### config.mk
export PLATFORM = sky130hd
export DESIGN_NAME = fpu_result_collector
export DESIGN_NICKNAME = d
export VERILOG_FILES = /design/src/rtl/fpu_collect_pkg.sv /design/src/rtl/fpu_result_collector_ram.sv /design/src/rtl/fpu_result_collector.sv
export SDC_FILE = /design/constraint.sdc
export NUM_CORES = 2
export LEC_CHECK = 0
export ABC_AREA = 1
export CORE_MARGIN = 8
export CORE_UTILIZATION = 45
export CTS_CLUSTER_SIZE = 20
export DETAILED_ROUTE_END_ITERATION = 7
export MAX_ROUTING_LAYER = met4
export PLACE_DENSITY = 0.72
export SKIP_CTS_REPAIR_TIMING = 1
export SYNTH_ARGS = -nofsm -noshare
export SYNTH_HDL_FRONTEND = slang
export SYNTH_SLANG_ARGS = --single-unit
export TNS_END_PERCENT = 20
### constraint.sdc
create_clock -name i_clk -period 4.3 [get_ports i_clk]
set_input_delay 0.86 -clock i_clk [delete_from_list [all_inputs] [get_ports i_clk]]
set_output_delay 0.86 -clock i_clk [all_outputs]
set_load 0.05 [all_outputs]
### src/rtl/fpu_collect_pkg.sv
// Shared types for the FPU result collector: controller state encoding,
// the packed capture record layout and its width.
package fpu_collect_pkg;

    localparam int FPU_DATA_WIDTH = 32;
    localparam int REC_WIDTH      = FPU_DATA_WIDTH + 3;

    typedef enum logic [1:0] {
        IDLE    = 2'd0,
        CAPTURE = 2'd1,
        DONE    = 2'd2,
        DUMP    = 2'd3
    } collect_state_e;

    // One captured FPU result, MSB first: op type, overflow, underflow, value.
    typedef struct packed {
        logic                      add_sub;
        logic                      ov;
        logic                      un;
        logic [FPU_DATA_WIDTH-1:0] s;
    } fpu_rec_t;

    // Assemble a record from its individual fields.
    function automatic fpu_rec_t rec_pack(input logic add_sub,
                                          input logic ov,
                                          input logic un,
                                          input logic [FPU_DATA_WIDTH-1:0] s);
        fpu_rec_t r;
        r.add_sub = add_sub;
        r.ov      = ov;
        r.un      = un;
        r.s       = s;
        return r;
    endfunction

endpackage

### src/rtl/fpu_result_collector_ram.sv
// Record buffer: one write port, one registered read port (1-cycle latency).
// The read register only updates when i_re is high, so the last read value
// is held stable for as long as the reader stalls. Memory is not reset.
module simple_dual_port_ram #(
    parameter int DATA_WIDTH = 35,
    parameter int ADDR_WIDTH = 5
) (
    input  logic                  i_clk,
    input  logic                  i_we,
    input  logic [ADDR_WIDTH-1:0] i_waddr,
    input  logic [DATA_WIDTH-1:0] i_wdata,
    input  logic                  i_re,
    input  logic [ADDR_WIDTH-1:0] i_raddr,
    output logic [DATA_WIDTH-1:0] o_rdata
);

    logic [DATA_WIDTH-1:0] mem_q [2**ADDR_WIDTH];
    logic [DATA_WIDTH-1:0] rdata_q;

    // Synchronous write and enabled, registered read.
    always_ff @(posedge i_clk) begin
        if (i_we) begin
            mem_q[i_waddr] <= i_wdata;
        end
        if (i_re) begin
            rdata_q <= mem_q[i_raddr];
        end
    end

    assign o_rdata = rdata_q;

endmodule

### src/rtl/fpu_result_collector.sv
// FPU result collector: captures {add_sub, ov, un, s} records into a buffer
// while counting overflow/underflow flags, then replays them in order over a
// valid/ready stream.
// Optional running checksum of captured results: define FPU_COLLECT_CHECKSUM_EN.
//
// Replay pipeline: the RAM read register is stage A, the output register is
// stage B. A record moves A->B when B is empty or being accepted, and a new
// read is issued whenever A is empty or moving, giving 1 record/cycle under
// continuous ready and first valid two cycles after the dump request.
module fpu_result_collector
    import fpu_collect_pkg::*;
#(
    parameter int SIZE_ADDR  = 5,
    parameter int DATA_WIDTH = 32
) (
    input  logic                  i_clk,
    input  logic                  i_rst_n,
    input  logic                  i_start,
    input  logic                  i_stop,
    input  logic                  i_valid,
    output logic                  o_ready,
    input  logic [DATA_WIDTH-1:0] i_32_s,
    input  logic                  i_ov_flag,
    input  logic                  i_un_flag,
    input  logic                  i_add_sub,
    input  logic                  i_dump_start,
    output logic                  o_rd_valid,
    input  logic                  i_rd_ready,
    output logic [DATA_WIDTH+2:0] o_rd_data,
    output logic [SIZE_ADDR:0]    o_count,
    output logic [SIZE_ADDR:0]    o_ov_cnt,
    output logic [SIZE_ADDR:0]    o_un_cnt,
    output logic                  o_busy,
    output logic                  o_done,
    output logic [DATA_WIDTH-1:0] o_checksum
);

    localparam int                RW        = DATA_WIDTH + 3;
    localparam int                DEPTH     = 2**SIZE_ADDR;
    localparam logic [SIZE_ADDR:0] DEPTH_CNT = (SIZE_ADDR+1)'(DEPTH);
    localparam logic [SIZE_ADDR:0] CNT_ZERO  = {(SIZE_ADDR+1){1'b0}};
    localparam logic [SIZE_ADDR:0] CNT_ONE   = {{SIZE_ADDR{1'b0}}, 1'b1};

    collect_state_e       state_q, state_d;
    logic [SIZE_ADDR:0]   count_q, count_d;
    logic [SIZE_ADDR:0]   ov_cnt_q, ov_cnt_d;
    logic [SIZE_ADDR:0]   un_cnt_q, un_cnt_d;
    logic [SIZE_ADDR:0]   rd_ptr_q, rd_ptr_d;
    logic                 a_vld_q, a_vld_d;
    logic                 b_vld_q, b_vld_d;
    logic [RW-1:0]        b_data_q, b_data_d;
    logic                 ready_q, ready_d;
    logic                 busy_q, busy_d;
    logic                 done_q, done_d;

    logic                 accept_s;
    logic                 clear_s;
    logic                 b_load_s;
    logic                 issue_s;
    logic                 ram_re_s;
    logic [SIZE_ADDR-1:0] ram_raddr_s;
    logic [RW-1:0]        ram_rdata_s;
    logic [RW-1:0]        ram_wdata_s;

    assign ram_wdata_s = {i_add_sub, i_ov_flag, i_un_flag, i_32_s};

    // The record count doubles as the write pointer: records land at 0..count-1.
    simple_dual_port_ram #(
        .DATA_WIDTH (RW),
        .ADDR_WIDTH (SIZE_ADDR)
    ) u_ram (
        .i_clk   (i_clk),
        .i_we    (accept_s),
        .i_waddr (count_q[SIZE_ADDR-1:0]),
        .i_wdata (ram_wdata_s),
        .i_re    (ram_re_s),
        .i_raddr (ram_raddr_s),
        .o_rdata (ram_rdata_s)
    );

    // Next-state, counter and replay-pipeline logic.
    always_comb begin
        state_d     = state_q;
        count_d     = count_q;
        ov_cnt_d    = ov_cnt_q;
        un_cnt_d    = un_cnt_q;
        rd_ptr_d    = rd_ptr_q;
        a_vld_d     = a_vld_q;
        b_vld_d     = b_vld_q;
        b_data_d    = b_data_q;
        accept_s    = 1'b0;
        clear_s     = 1'b0;
        issue_s     = 1'b0;
        ram_re_s    = 1'b0;
        ram_raddr_s = rd_ptr_q[SIZE_ADDR-1:0];
        b_load_s    = a_vld_q && (!b_vld_q || i_rd_ready);

        case (state_q)
            IDLE: begin
                if (i_start) begin
                    clear_s  = 1'b1;
                    state_d  = CAPTURE;
                    count_d  = CNT_ZERO;
                    ov_cnt_d = CNT_ZERO;
                    un_cnt_d = CNT_ZERO;
                end else begin
                    state_d = IDLE;
                end
            end

            CAPTURE: begin
                accept_s = i_valid && ready_q;
                if (accept_s) begin
                    count_d  = count_q + CNT_ONE;
                    ov_cnt_d = ov_cnt_q + {{SIZE_ADDR{1'b0}}, i_ov_flag};
                    un_cnt_d = un_cnt_q + {{SIZE_ADDR{1'b0}}, i_un_flag};
                end else begin
                    count_d  = count_q;
                end
                if (i_stop || (count_d == DEPTH_CNT)) begin
                    state_d = DONE;
                end else begin
                    state_d = CAPTURE;
                end
            end

            DONE: begin
                if (i_start) begin
                    clear_s  = 1'b1;
                    state_d  = CAPTURE;
                    count_d  = CNT_ZERO;
                    ov_cnt_d = CNT_ZERO;
                    un_cnt_d = CNT_ZERO;
                end else if (i_dump_start) begin
                    state_d  = DUMP;
                    a_vld_d  = 1'b0;
                    b_vld_d  = 1'b0;
                    rd_ptr_d = CNT_ZERO;
                    // Read record 0 right away so the first beat arrives two cycles on.
                    if (count_q != CNT_ZERO) begin
                        ram_re_s    = 1'b1;
                        ram_raddr_s = {SIZE_ADDR{1'b0}};
                        rd_ptr_d    = CNT_ONE;
                        a_vld_d     = 1'b1;
                    end else begin
                        rd_ptr_d    = CNT_ZERO;
                    end
                end else begin
                    state_d = DONE;
                end
            end

            DUMP: begin
                if (b_vld_q && i_rd_ready) begin
                    b_vld_d = 1'b0;
                end else begin
                    b_vld_d = b_vld_q;
                end
                if (b_load_s) begin
                    b_vld_d  = 1'b1;
                    b_data_d = ram_rdata_s;
                end else begin
                    b_data_d = b_data_q;
                end
                issue_s = (rd_ptr_q != count_q) && (!a_vld_q || b_load_s);
                if (issue_s) begin
                    ram_re_s = 1'b1;
                    rd_ptr_d = rd_ptr_q + CNT_ONE;
                    a_vld_d  = 1'b1;
                end else if (b_load_s) begin
                    a_vld_d  = 1'b0;
                end else begin
                    a_vld_d  = a_vld_q;
                end
                // Everything issued, nothing in flight and the output drained.
                if ((rd_ptr_q == count_q) && !a_vld_q && (!b_vld_q || i_rd_ready)) begin
                    state_d = DONE;
                end else begin
                    state_d = DUMP;
                end
            end

            default: begin
                state_d = IDLE;
            end
        endcase
    end

    // Status outputs are registered from the next state so they line up with it.
    always_comb begin
        ready_d = (state_d == CAPTURE) && (count_d < DEPTH_CNT);
        busy_d  = (state_d == CAPTURE) || (state_d == DUMP);
        done_d  = (state_d == DONE);
    end

    // State, counters and replay registers.
    always_ff @(posedge i_clk or negedge i_rst_n) begin
        if (!i_rst_n) begin
            state_q  <= IDLE;
            count_q  <= CNT_ZERO;
            ov_cnt_q <= CNT_ZERO;
            un_cnt_q <= CNT_ZERO;
            rd_ptr_q <= CNT_ZERO;
            a_vld_q  <= 1'b0;
            b_vld_q  <= 1'b0;
            b_data_q <= {RW{1'b0}};
            ready_q  <= 1'b0;
            busy_q   <= 1'b0;
            done_q   <= 1'b0;
        end else begin
            state_q  <= state_d;
            count_q  <= count_d;
            ov_cnt_q <= ov_cnt_d;
            un_cnt_q <= un_cnt_d;
            rd_ptr_q <= rd_ptr_d;
            a_vld_q  <= a_vld_d;
            b_vld_q  <= b_vld_d;
            b_data_q <= b_data_d;
            ready_q  <= ready_d;
            busy_q   <= busy_d;
            done_q   <= done_d;
        end
    end

`ifdef FPU_COLLECT_CHECKSUM_EN
    logic [DATA_WIDTH-1:0] chk_q, chk_d;

    // Rotate-left-and-xor signature over every accepted result.
    always_comb begin
        chk_d = chk_q;
        if (clear_s) begin
            chk_d = {DATA_WIDTH{1'b0}};
        end else if (accept_s) begin
            chk_d = {chk_q[DATA_WIDTH-2:0], chk_q[DATA_WIDTH-1]} ^ i_32_s;
        end else begin
            chk_d = chk_q;
        end
    end

    // Checksum register.
    always_ff @(posedge i_clk or negedge i_rst_n) begin
        if (!i_rst_n) begin
            chk_q <= {DATA_WIDTH{1'b0}};
        end else begin
            chk_q <= chk_d;
        end
    end

    assign o_checksum = chk_q;
`else
    assign o_checksum = {DATA_WIDTH{1'b0}};
`endif

    assign o_ready    = ready_q;
    assign o_busy     = busy_q;
    assign o_done     = done_q;
    assign o_count    = count_q;
    assign o_ov_cnt   = ov_cnt_q;
    assign o_un_cnt   = un_cnt_q;
    assign o_rd_valid = b_vld_q;
    assign o_rd_data  = b_data_q;

endmodule

==> impl_metrics.toml <==
[timing]
hold_violations = 0
max_clock_freq_ghz = 0.320
final.setup.worst_slack_ps = 1170
timing.hold.ws_ps = 327
final.setup_skew_ps = 39.0
timing.final.crit_share_pct = 72.8
setup_violations = 0
report.final.slew_viol_count = 0
totalNegativeSetupSlack_ps = 0
setup_repair_after_global_routing_missed_its_margin = "no"
finalWorstPathRequiredPeriod_ps = 3130
slew_headroom_pct = 16.1
max_slew.worst_pin.slew_ps = 1250

[setup_path]
r2r-end = "u_ram.o_rdata[17]"
setup.worst_path.start = "o_count[1]"
worstReg2RegStart = "o_count[1]"
critical_path_arrival_ps = 3670
crit_path_end_kind = "flip-flop"
worst_ep_required_time_ps = 4840
setup.worst_path.start_class = "flip-flop"
criticalPathCategory = "flip-flop to flip-flop"
crit_fanout = 35
regToRegSetupSlack_ps = 1170
r2r_cells = 13

[logic_synthesis]
synth_seq_cells = 1221
yosysUniqueCellTypes = 37
synth_seq_area_share_pct = 68.7
synth_mux_area_share_pct = 0
syn_inst = 4581
synth_fa_ha_area_share_pct = 0.213
post_synth_xor_area_fraction_pct = 0.149
mean_instance_size_in_the_synthesized_netlist_um2 = 11.6
simple_gate_portion_of_the_synthesized_area_pct = 20.5
yosys_warns = 0
synth.cell_area_mm2 = 0.0529
synth-compound-area-share_pct = 3.29
synth_top_family_by_area = "simple AND/OR/NAND/NOR gates"

[detailed_routing]
via_count = 35500
dr_wl_cell_um = 23.0
avgViaCountPerCell = 5.69
dr_pass1_iterations = 6
postRouteAntennaNets = 0
drt_wl_total_um = 143000
detail_route.iter0.violations = 4522
post-route-drc-count = 0

[clock_tree]
numCtsBuffers = 116
clk-insertion-delay-late_ps = 710
clockRootBuffer = "sky130_fd_sc_hd__clkbuf_16"
clkTransAtPathRegs_ps = 70
cts.path.max_buffers = 3
tritoncts = "done"
cts_num_sinks = 1221
ctsHtreeMaxLevel = 3

[run_status]
outcome = "complete, no violations"

[die]
fp.dieArea_mm2 = 0.129
fp-row-count = 126
die_width_um = 359
num_io_pins = 131
placeableCoreArea_mm2 = 0.117
floorplan.initialDensity_pct = 45.1
die_height_um = 359

[placed_design]
gp_congestion = 0.847
io_buffer_count = 98
dpl_worst_slack_ps = 616
place.detailed.instances = 6019
dpl_wire_length_um = 76600

[power_and_ir_drop]
finalPower_w = 0.0324
power_density_mw_per_mm2 = 543
ir_worst_vdd_v = 0.000554
p_leak_nw = 22.7

[layout]
post_route_cells_drive_above_1_share_pct = 12.1
final_net_count = 4652
layoutNonFillerInstCount = 6242
syn_to_final_growth_pct = 12.9

[global_route]
globalRouteTotalUtil_pct = 22.1
first_global_vias = 34000
grt_start_max_net_pins = 212
first_pass_grt_wire_length_um = 215000
initial_antenna_violation_count = 7
gr-total-overflow = 0

[worst_hold_path]
hp-class = "primary input to async pin"

[flow_run]
maxCapViolCount = 0
## metrics by stage
step                util (%)  area, um2
CTS                     50.9      59700
global route            50.9      59700
global placement        47.8      56100
floorplan                  -      53000
detailed placement      47.8      56100
finish                  50.9      59800
## layout by cell type, fill, tap and decap left out, types with 34 or more instances in the layout
cell type	Yosys	layout
sky130_fd_sc_hd__clkbuf_16	0	118
sky130_fd_sc_hd__clkinv_1	1	41
sky130_fd_sc_hd__nor2_1	129	97
sky130_fd_sc_hd__clkdlybuf4s50_1	0	97
sky130_fd_sc_hd__nand3_1	1028	1028
sky130_fd_sc_hd__o2111ai_1	175	175
sky130_fd_sc_hd__inv_1	560	560
sky130_fd_sc_hd__edfxtp_1	1155	1155
sky130_fd_sc_hd__nand2_1	659	657
sky130_fd_sc_hd__buf_12	0	55
sky130_fd_sc_hd__nor2_4	1	34
sky130_fd_sc_hd__nand3b_1	140	140
sky130_fd_sc_hd__buf_4	56	58
sky130_fd_sc_hd__dfrtp_1	66	63
sky130_fd_sc_hd__or2_2	245	245
## critical path, cell delays in order (launching register included)
cell,delay [ps]
sky130_fd_sc_hd__dfrtp_1,440
sky130_fd_sc_hd__inv_1,180
sky130_fd_sc_hd__ha_1,240
sky130_fd_sc_hd__nand3_2,160
sky130_fd_sc_hd__nand2_8,340
sky130_fd_sc_hd__nand2_8,210
sky130_fd_sc_hd__inv_6,350
sky130_fd_sc_hd__buf_4,360
sky130_fd_sc_hd__nand3_1,140
sky130_fd_sc_hd__nand3_1,120
sky130_fd_sc_hd__nand3_1,80
sky130_fd_sc_hd__nand2_1,110
sky130_fd_sc_hd__nand2_1,50
sky130_fd_sc_hd__nand2_1,150
## cells in the mapped netlist
cell                        instances  area (um2)
sky130_fd_sc_hd__edfxtp_1        1155       34700
sky130_fd_sc_hd__nand3_1         1028        5140
sky130_fd_sc_hd__nand2_1          659        2470
sky130_fd_sc_hd__inv_1            560        2100
sky130_fd_sc_hd__or2_2            245        1530
sky130_fd_sc_hd__o2111ai_1        175        1530
sky130_fd_sc_hd__clkbuf_1         142         533
sky130_fd_sc_hd__nand3b_1         140        1050
sky130_fd_sc_hd__buf_2            132         661
sky130_fd_sc_hd__nor2_1           129         484
sky130_fd_sc_hd__dfrtp_1           66        1650
sky130_fd_sc_hd__buf_4             56         420
sky130_fd_sc_hd__o21ai_0           11        55.1
sky130_fd_sc_hd__a21oi_1           10        50.1
sky130_fd_sc_hd__ha_1               9         113
sky130_fd_sc_hd__inv_2              8        30.0
sky130_fd_sc_hd__xor2_1             8        70.1
sky130_fd_sc_hd__buf_1              6        22.5
sky130_fd_sc_hd__o21ai_1            6        30.0
sky130_fd_sc_hd__nor3_1             5        25.0
sky130_fd_sc_hd__buf_6              4        45.0
sky130_fd_sc_hd__o22ai_1            4        25.0
sky130_fd_sc_hd__a22o_1             3        26.3
sky130_fd_sc_hd__nand2_4            3        33.8
sky130_fd_sc_hd__nor2_2             3        18.8
sky130_fd_sc_hd__nand4_1            2        12.5
sky130_fd_sc_hd__nor4_1             2        12.5
sky130_fd_sc_hd__a2bb2oi_1          1        8.76
sky130_fd_sc_hd__clkinv_1           1        3.75
sky130_fd_sc_hd__conb_1             1        3.75
sky130_fd_sc_hd__nand2_2            1        6.26
sky130_fd_sc_hd__nand3_2            1        10.0
sky130_fd_sc_hd__nor2_4             1        11.3
sky130_fd_sc_hd__nor3_2             1        10.0
sky130_fd_sc_hd__o21bai_1           1        7.51
sky130_fd_sc_hd__o31ai_1            1        7.51
sky130_fd_sc_hd__xnor2_1            1        8.76
## flip-flops by register name, indices dropped and copies added (netlist names)
register       cells
u_ram.mem_q     1120
o_rd_data         35
u_ram.o_rdata     35
o_count            6
o_ov_cnt           6
o_un_cnt           6
rd_ptr_q           6
state_q            2
a_vld_q            1
o_busy             1
o_done             1
o_rd_valid         1
o_ready            1
## cell type report
type,count,area [um2]
antenna,6,15.0
tap,1536,1920
clock inverter,77,598
clock buffer,140,3040
inverter,569,2150
multi-input combinational,2482,13200
sequential,1221,36300
fill,9802,57500
timing repair buffer,211,2510
## report_power, final
part	switching (W)	leakage (nW)	total (W)	internal, W
logic	0.00576	9.73	0.00839	0.00263
registers	0.000590	11.2	0.0142	0.0136
clock network	0.00441	1.77	0.00985	0.00544
total	0.0108	22.7	0.0324	0.0217
## kinds of logic (layout without fill, tap and decap cells)
| logic type | count (synthesis) | count (layout) |
|---|---|---|
| buffers and inverters | 909 | 997 |
| AND/OR/NAND/NOR | 2220 | 2220 |
| other | 1 | 38 |
| AO/OA/AOI/OAI | 212 | 212 |
| flip-flops | 1221 | 1221 |
| XOR/XNOR | 9 | 9 |
| adder cells (fa/ha/maj) | 9 | 9 |
## worst max path at each step
stage | end | slack [ps] | cells after the start
final | u_ram.o_rdata[17] | 1170 | 13
after global routing | u_ram.o_rdata[17] | 1020 | 13
after CTS | o_count[2] | 1180 | 1
after detailed placement | u_ram.o_rdata[17] | 620 | 14
after global placement | u_ram.o_rdata[17] | 630 | 14
after floorplan | u_ram.mem_q[11][0] | 970 | 4
## routing by layer
layer  vias up  wire length (um)  GRT usage [%]
met4         0              4250           7.44
met1     17300             56800           28.5
met2      1904             68000           35.2
li1      16000                 -              -
met3       295             14300           4.20
met5         -                 0              -
Power figures use the tool's default switching activity.
